`src/rtl/uart_pkg.sv`:
```
// -----------------------------------------------------------------------------
// uart_pkg
//
// Purpose:
//   Definitions shared by the UART transmit and receive paths:
//     - FSM state encoding. Both directions use the same encoding, so a
//       debugger or logic analyser decodes either FSM identically.
//     - Default frame geometry (DATA_BITS, OVERSAMPLE).
//     - The idle (marking) level of the serial line.
//     - A small width helper for counters and indices.
//
// Ports: none (package).
//
// Configuration:
//   ST_PARITY is always present in the encoding, even when the transmitter is
//   built without UART_TX_PARITY_EN. This keeps the encoding stable across
//   builds and across the receive/transmit pair.
// -----------------------------------------------------------------------------
package uart_pkg;

    localparam int   DATA_BITS_DEFAULT  = 8;
    localparam int   OVERSAMPLE_DEFAULT = 16;
    localparam logic IDLE_LEVEL         = 1'b1;

    typedef enum logic [2:0] {
        ST_IDLE   = 3'd0,
        ST_START  = 3'd1,
        ST_DATA   = 3'd2,
        ST_PARITY = 3'd3,
        ST_STOP   = 3'd4
    } uart_state_t;

    // Width needed to count 0..v-1. Never returns less than one bit, so
    // degenerate parameter values still give legal vector declarations.
    function automatic int clog2_min1(input int v);
        return (v <= 2) ? 1 : $clog2(v);
    endfunction

endpackage : uart_pkg

```
`src/rtl/uart_tx_shifter.sv`:
```
// -----------------------------------------------------------------------------
// uart_tx_shifter
//
// Purpose:
//   Parallel-load, shift-right serializer for the UART transmit path. It is
//   the mirror of the receive shifter: the receiver shifts bits in at the
//   MSB end, and this block shifts them out at the LSB end.
//
// Ports:
//   clk      in   system clock, posedge
//   reset    in   synchronous, active-low; clears the register
//   i_load   in   load i_data (takes priority over i_shift)
//   i_shift  in   shift right by one, zero-filling the MSB
//   i_data   in   [WIDTH-1:0] parallel word to load
//   o_bit0   out  current serial bit (register bit 0)
//   o_bit1   out  bit that becomes bit 0 after the next shift. The
//                 transmitter uses it to register TxD on the same edge as
//                 the shift.
// -----------------------------------------------------------------------------
module uart_tx_shifter
    import uart_pkg::*;
#(
    parameter int WIDTH = DATA_BITS_DEFAULT
) (
    input  logic             clk,
    input  logic             reset,
    input  logic             i_load,
    input  logic             i_shift,
    input  logic [WIDTH-1:0] i_data,
    output logic             o_bit0,
    output logic             o_bit1
);

    logic [WIDTH-1:0] r_shift;

    always_ff @(posedge clk) begin
        if (!reset) begin
            r_shift <= '0;
        end else if (i_load) begin
            r_shift <= i_data;
        end else if (i_shift) begin
            r_shift <= r_shift >> 1;
        end
    end

    assign o_bit0 = r_shift[0];

    // A one-bit shifter has no look-ahead bit. After a shift only the
    // zero fill is left.
    generate
        if (WIDTH > 1) begin : g_lookahead
            assign o_bit1 = r_shift[1];
        end else begin : g_no_lookahead
            assign o_bit1 = 1'b0;
        end
    endgenerate

endmodule : uart_tx_shifter

```
`src/rtl/uart_transmitter.sv`:
```
// -----------------------------------------------------------------------------
// uart_transmitter
//
// Purpose:
//   UART transmit path. It accepts one parallel word on a write strobe and
//   sends it on TxD as one frame:
//       start (0), DATA_BITS data bits LSB first, [even parity], stop (1).
//   One bit period is OVERSAMPLE ticks of Tx_sample_enable. The tick comes
//   from the baud generator that is shared with the receiver.
//
// Parameters:
//   DATA_BITS   data bits per frame (default 8)
//   OVERSAMPLE  Tx_sample_enable ticks per bit period; must be a power of two
//               (default 16)
//
// Ports:
//   clk               in   system clock, posedge
//   reset             in   synchronous, active-low. Aborts any frame in
//                          progress on the same edge.
//   Tx_EN             in   a new frame is accepted only while this is high
//   Tx_WR             in   single-cycle write strobe
//   Tx_DATA           in   [DATA_BITS-1:0] word. Sampled only on an accepted
//                          write.
//   Tx_sample_enable  in   baud oversample tick, one clk wide
//   TxD               out  registered serial line; idles at 1
//   Tx_BUSY           out  high while a frame is in progress
//
// Configuration:
//   UART_TX_PARITY_EN  When defined, the PARITY state and an even-parity bit
//                      between the last data bit and the stop bit are
//                      included. When undefined, frames are 8N1-style and no
//                      parity logic is built.
// -----------------------------------------------------------------------------
module uart_transmitter
    import uart_pkg::*;
#(
    parameter int DATA_BITS  = DATA_BITS_DEFAULT,
    parameter int OVERSAMPLE = OVERSAMPLE_DEFAULT
) (
    input  logic                 clk,
    input  logic                 reset,
    input  logic                 Tx_EN,
    input  logic                 Tx_WR,
    input  logic [DATA_BITS-1:0] Tx_DATA,
    input  logic                 Tx_sample_enable,
    output logic                 TxD,
    output logic                 Tx_BUSY
);

    localparam int CNT_W  = clog2_min1(OVERSAMPLE);
    localparam int BIDX_W = clog2_min1(DATA_BITS);

    localparam logic [CNT_W-1:0]  TICK_LAST = CNT_W'(OVERSAMPLE - 1);
    localparam logic [BIDX_W-1:0] BIDX_LAST = BIDX_W'(DATA_BITS - 1);

    // ---------------------------------------------------------------------
    // Registers and combinational nets
    // ---------------------------------------------------------------------
    uart_state_t       r_state;
    uart_state_t       w_state_next;
    logic [CNT_W-1:0]  r_tick_cnt;
    logic [BIDX_W-1:0] r_bit_idx;
    logic              r_txd;
    logic              r_busy;

    logic w_accept;     // write taken in this cycle
    logic w_bit_end;    // this tick ends the current bit period
    logic w_last_data;  // the data bit now on the line is the final one
    logic w_shift;      // advance the serializer
    logic w_sh_bit0;
    logic w_sh_bit1;
    logic w_data_bit;   // data bit that will be on the line after this edge
    logic w_txd_next;

`ifdef UART_TX_PARITY_EN
    // Parity is taken from the word as written. It is latched here because
    // the shifter has consumed the word by the time the parity bit is sent.
    logic r_parity;
`endif

    // ---------------------------------------------------------------------
    // Event decode
    // ---------------------------------------------------------------------
    assign w_accept    = (r_state == ST_IDLE) && Tx_WR && Tx_EN;
    assign w_bit_end   = (r_state != ST_IDLE) && Tx_sample_enable
                         && (r_tick_cnt == TICK_LAST);
    assign w_last_data = (r_bit_idx == BIDX_LAST);
    assign w_shift     = (r_state == ST_DATA) && w_bit_end;

    // ---------------------------------------------------------------------
    // Serializer
    // ---------------------------------------------------------------------
    uart_tx_shifter #(
        .WIDTH (DATA_BITS)
    ) u_shifter (
        .clk     (clk),
        .reset   (reset),
        .i_load  (w_accept),
        .i_shift (w_shift),
        .i_data  (Tx_DATA),
        .o_bit0  (w_sh_bit0),
        .o_bit1  (w_sh_bit1)
    );

    // On the edge that shifts, the next bit on the line is the current
    // bit 1. On the START->DATA edge no shift occurs, so bit 0 goes out.
    assign w_data_bit = w_shift ? w_sh_bit1 : w_sh_bit0;

    // ---------------------------------------------------------------------
    // FSM: state register
    // ---------------------------------------------------------------------
    always_ff @(posedge clk) begin
        if (!reset) begin
            r_state <= ST_IDLE;
        end else begin
            r_state <= w_state_next;
        end
    end

    // ---------------------------------------------------------------------
    // FSM: next state
    // ---------------------------------------------------------------------
    always_comb begin
        w_state_next = r_state;
        case (r_state)
            ST_IDLE: begin
                if (w_accept) begin
                    w_state_next = ST_START;
                end
            end
            ST_START: begin
                if (w_bit_end) begin
                    w_state_next = ST_DATA;
                end
            end
            ST_DATA: begin
                if (w_bit_end && w_last_data) begin
`ifdef UART_TX_PARITY_EN
                    w_state_next = ST_PARITY;
`else
                    w_state_next = ST_STOP;
`endif
                end
            end
`ifdef UART_TX_PARITY_EN
            ST_PARITY: begin
                if (w_bit_end) begin
                    w_state_next = ST_STOP;
                end
            end
`endif
            ST_STOP: begin
                if (w_bit_end) begin
                    w_state_next = ST_IDLE;
                end
            end
            default: begin
                w_state_next = ST_IDLE;
            end
        endcase
    end

    // ---------------------------------------------------------------------
    // Line level for the state being entered. TxD is registered from this
    // value, so the line changes on the same edge as the state and never
    // glitches.
    // ---------------------------------------------------------------------
    always_comb begin
        w_txd_next = IDLE_LEVEL;
        case (w_state_next)
            ST_START:  w_txd_next = 1'b0;
            ST_DATA:   w_txd_next = w_data_bit;
`ifdef UART_TX_PARITY_EN
            ST_PARITY: w_txd_next = r_parity;
`endif
            default:   w_txd_next = IDLE_LEVEL;
        endcase
    end

    // ---------------------------------------------------------------------
    // Tick counter, bit index, and registered outputs
    // ---------------------------------------------------------------------
    always_ff @(posedge clk) begin
        if (!reset) begin
            r_tick_cnt <= '0;
            r_bit_idx  <= '0;
            r_txd      <= IDLE_LEVEL;
            r_busy     <= 1'b0;
        end else begin
            r_txd  <= w_txd_next;
            r_busy <= (w_state_next != ST_IDLE);

            // A tick that arrives in the accept cycle is not counted, so
            // START always lasts a full OVERSAMPLE ticks.
            if (w_accept) begin
                r_tick_cnt <= '0;
            end else if ((r_state != ST_IDLE) && Tx_sample_enable) begin
                r_tick_cnt <= w_bit_end ? '0 : r_tick_cnt + 1'b1;
            end

            if (w_accept) begin
                r_bit_idx <= '0;
            end else if (w_shift) begin
                r_bit_idx <= w_last_data ? '0 : r_bit_idx + 1'b1;
            end
        end
    end

`ifdef UART_TX_PARITY_EN
    always_ff @(posedge clk) begin
        if (!reset) begin
            r_parity <= 1'b0;
        end else if (w_accept) begin
            r_parity <= ^Tx_DATA;
        end
    end
`endif

    assign TxD     = r_txd;
    assign Tx_BUSY = r_busy;

endmodule : uart_transmitter

```
`config.mk`:
```
export PLATFORM = sky130hd
export DESIGN_NAME = uart_transmitter
export DESIGN_NICKNAME = d
export VERILOG_FILES = /design/src/rtl/uart_pkg.sv /design/src/rtl/uart_tx_shifter.sv /design/src/rtl/uart_transmitter.sv
export SDC_FILE = /design/constraint.sdc
export NUM_CORES = 1
export LEC_CHECK = 0
export CAP_MARGIN = 20
export CORE_AREA = 2 2 53 60
export DETAILED_ROUTE_END_ITERATION = 10
export DIE_AREA = 0 0 55 62
export GPL_TIMING_DRIVEN = 1
export MAX_ROUTING_LAYER = met4
export PLACE_DENSITY = 0.55
export SYNTH_ARGS = -nofsm -noshare
export SYNTH_HDL_FRONTEND = slang
export SYNTH_SLANG_ARGS = --single-unit
```
`constraint.sdc`:
```
create_clock -name clk -period 3.6 [get_ports clk]
set_input_delay 0.36 -clock clk [delete_from_list [all_inputs] [get_ports clk]]
set_output_delay 0.36 -clock clk [all_outputs]
set_load 0.05 [all_outputs]
```
==> flow_metrics.env <==
export IMPL_status="finished clean"
export IMPL_grt_max_degree=18
export IMPL_grt_pass1_vias=710
export IMPL_htreeDepth=1
export IMPL_worst_r2r_setup_slack_ns=1.61
export IMPL_synth_top_family_by_area="simple AND/OR/NAND/NOR gates"
export IMPL_insertion_delay_ns=0.30
export IMPL_fp_dieH_um=62
export IMPL_setup_tns_ns=0
export IMPL_min_path_type="register to register"
export IMPL_critical_path_class="register to register"
export IMPL_tightest_slew_ns=0.741
export IMPL_drc=0
export IMPL_synth_compound_gate_area_share_pct=19.1
export IMPL_fin_skew_ns=0.00560
export IMPL_ys_types=29
export IMPL_portBuffers=14
export IMPL_synth_largest_area_cell="dfxtp_1"
export IMPL_numCtsBuffers=3
export IMPL_place_gp_congestion=0.789
export IMPL_postCtsSetupBuffers=0
export IMPL_diodes=0
export IMPL_antenna_left=0
export IMPL_dr_total_vias=825
export IMPL_yosys_area_share_adder_pct=4.01
export IMPL_ys_warn_count=0
export IMPL_cp_max_fo=12
export IMPL_nets=144
export IMPL_timing_rr_end="r_bit_idx[0]"
export IMPL_first_iter_violations=9
export IMPL_ir_worst_vdd_mv=0.214
export IMPL_clock_fmax_ghz=0.502
export IMPL_synth_cells=115
export IMPL_cp_end_kind="register"
export IMPL_rsz0062_at_grt="false"
export IMPL_drt_vias_per_instance=5.12
export IMPL_cts_tree="yes"
export IMPL_die_area_um2=3410
export IMPL_routed_wirelength_um=1840
export IMPL_path_cells="ha_1, and4_1, nand3_1, or3_1, a21oi_1"
export IMPL_track_usage_pct=12.6
export IMPL_yosys_most_used_dff="dfxtp_1"
export IMPL_pwr_density_cell_nw_per_um2=370
export IMPL_netlist_area_um2=937
export IMPL_cts_hold_fix_buffers=0
export IMPL_cts_buffer_depth=2
export IMPL_holdCritStartpoint="r_bit_idx[2]"
export IMPL_post_place_ws_ns=1.43
export IMPL_synthDominantCellAreaShare_pct=42.7
export IMPL_ios=15
export IMPL_wire_per_inst_um=11.5
export IMPL_critPathArrivalTime_ns=2.22
export IMPL_avgSynthCellArea_um2=8.15
export IMPL_die_width_um=55
export IMPL_layout_drive_gt1_share_pct=5.51
export IMPL_finalHoldViolCount=0
export IMPL_grt_ovfl_total=0
export IMPL_r2r_start="r_tick_cnt[0]"
export IMPL_holdPathStages=2
export IMPL_yosys_area_share_xor_xnor_pct=0.935
export IMPL_synth_area_mux_share_pct=1.07
export IMPL_drv_cap=0
export IMPL_core_area_um2=2890
export IMPL_yosys_register_bits=20
export IMPL_synth_nets=131
export IMPL_setup_viol=0
export IMPL_async_flop_share_pct=0
export IMPL_required_ns=3.83
export IMPL_dp_hpwl_um=1300
export IMPL_fin_crit_ns=1.99
export IMPL_area_growth_pct=19.0
export IMPL_finalCritPeriodShare_pct=55.3
export IMPL_ctsResizeCount=0
export IMPL_synth_area_top_cells="dfxtp_1 43%, nand2_1 8.8%, a31oi_1 6.0%"
export IMPL_synthSimpleGateAreaFrac_pct=26.6
export IMPL_worst_slack_ns=1.61
export IMPL_report_final_slew_viol_count=0
export IMPL_hold_end="r_bit_idx[2]"
export IMPL_worstRegToRegCells=5
export IMPL_grt_pass1_wl_um=3000
export IMPL_start_util_pct=32.4
export IMPL_startpoint_type="register"
export IMPL_slew_headroom_pct=50.2
export IMPL_slowest_delay_ns=0.42
export IMPL_worst_path_max_delay_cell="or3_1"
export IMPL_synth_edff_count=0
export IMPL_clk_pin_slew_worst_paths_ns=0.11
export IMPL_num_rows=21
export IMPL_cts_sinks=20
export IMPL_power_leakage_nw=0.407
export IMPL_first_pass_iters=4
export IMPL_synth_seq_area_share_pct=42.7
export IMPL_antenna_found_initial=0
export IMPL_root_buffer="clkbuf_4"
## cell type report
cell class,count,area (µm²)
sequential,20,400
tap,34,42.5
clock buffer,4,36.3
inverter,3,11.3
multi-input combinational,86,484
timing repair buffer,14,140
fill,315,1780
## state kept, by name, indices dropped and copies added, names as in the netlist
signal and flops:
r_tick_cnt 4, r_state 3, Tx_BUSY 1, TxD 1, u_shifter.r_shift 8, r_bit_idx 3
## kinds of logic after synthesis
group,Yosys count
fa+ha+maj,3
mux,1
buf+inv,9
compound gates,31
simple gates,50
xor+xnor,1
flops,20
## cells in the final DEF, fill, tap and decap left out
cell type,count
nand2_4,1
clkbuf_4,3
a31oi_1,9
nand2_1,22
a21oi_1,9
xnor2_1,1
or3_1,3
nor2_1,9
a311oi_1,1
nand2b_1,1
a211oi_1,1
o31ai_1,1
or4b_1,1
and3_4,1
and2b_2,1
nor3_1,2
and4_1,1
o21ai_0,9
clkbuf_8,1
nand4_1,2
nor3b_1,1
nand3_1,4
inv_1,3
o32ai_1,1
clkdlybuf4s50_1,14
ha_1,3
nand3b_1,1
mux2i_1,1
dfxtp_1,20
## where the power goes
group / switching, mW / internal (mW) / total (mW)
sequential: 0.00520 / 0.230 / 0.235
combinational: 0.0237 / 0.0224 / 0.0461
clock: 0.0694 / 0.0617 / 0.131
## how the worst max path moves through the flow
| stage | from | to | slack [ns] | depth (start not counted) |
|---|---|---|---|---|
| detailed placement | Tx_sample_enable | r_bit_idx[0] | 1.43 | 5 |
| finish | r_tick_cnt[0] | r_bit_idx[0] | 1.61 | 5 |
| CTS | r_tick_cnt[0] | r_bit_idx[0] | 1.59 | 5 |
| floorplan | r_tick_cnt[0] | TxD | 1.84 | 7 |
| global route | r_tick_cnt[1] | r_bit_idx[0] | 1.45 | 5 |
| global placement | Tx_sample_enable | r_bit_idx[0] | 1.50 | 5 |
## cells in the mapped netlist, types with 3 or more instances
library cell / instances
a31oi_1: 9
inv_1: 3
nand3_1: 4
nor2_1: 9
dfxtp_1: 20
clkbuf_1: 3
a21oi_1: 9
o21ai_0: 9
or3_1: 3
ha_1: 3
nand2_1: 22
## per-layer routing
metal	part of all wire, %	vias to the layer above	global-route usage [%]
met3	6.0	4	2.39
met4	1.9	0	6.27
met2	44	22	20.2
li1	-	433	-
met5	0	-	-
met1	48	366	15.0
## worst max-delay path: cells and delay by family, from the launching register on
kind / cells / cell delay [ns]
adders and majority gates: 1 / 0.26
AOI/OAI and AO/OA: 1 / 0.13
and+or+nand+nor: 3 / 1.12
DFF: 1 / 0.41
## metrics by stage
stage          cell area, µm²  hold slack (ns)  total power [mW]  utilization (%)  std cells
4_1_cts                  1110            0.468             0.418             38.6        161
3_3_place_gp             1080            0.444             0.287             37.3        157
5_1_grt                  1110            0.476             0.434             38.6        161
2_1_floorplan             937            0.436             0.265                -        115
3_5_place_dp             1080            0.452             0.287             37.3        157
6_report                 1110            0.465             0.412             38.6        161
(Power assumes the default switching activity.)
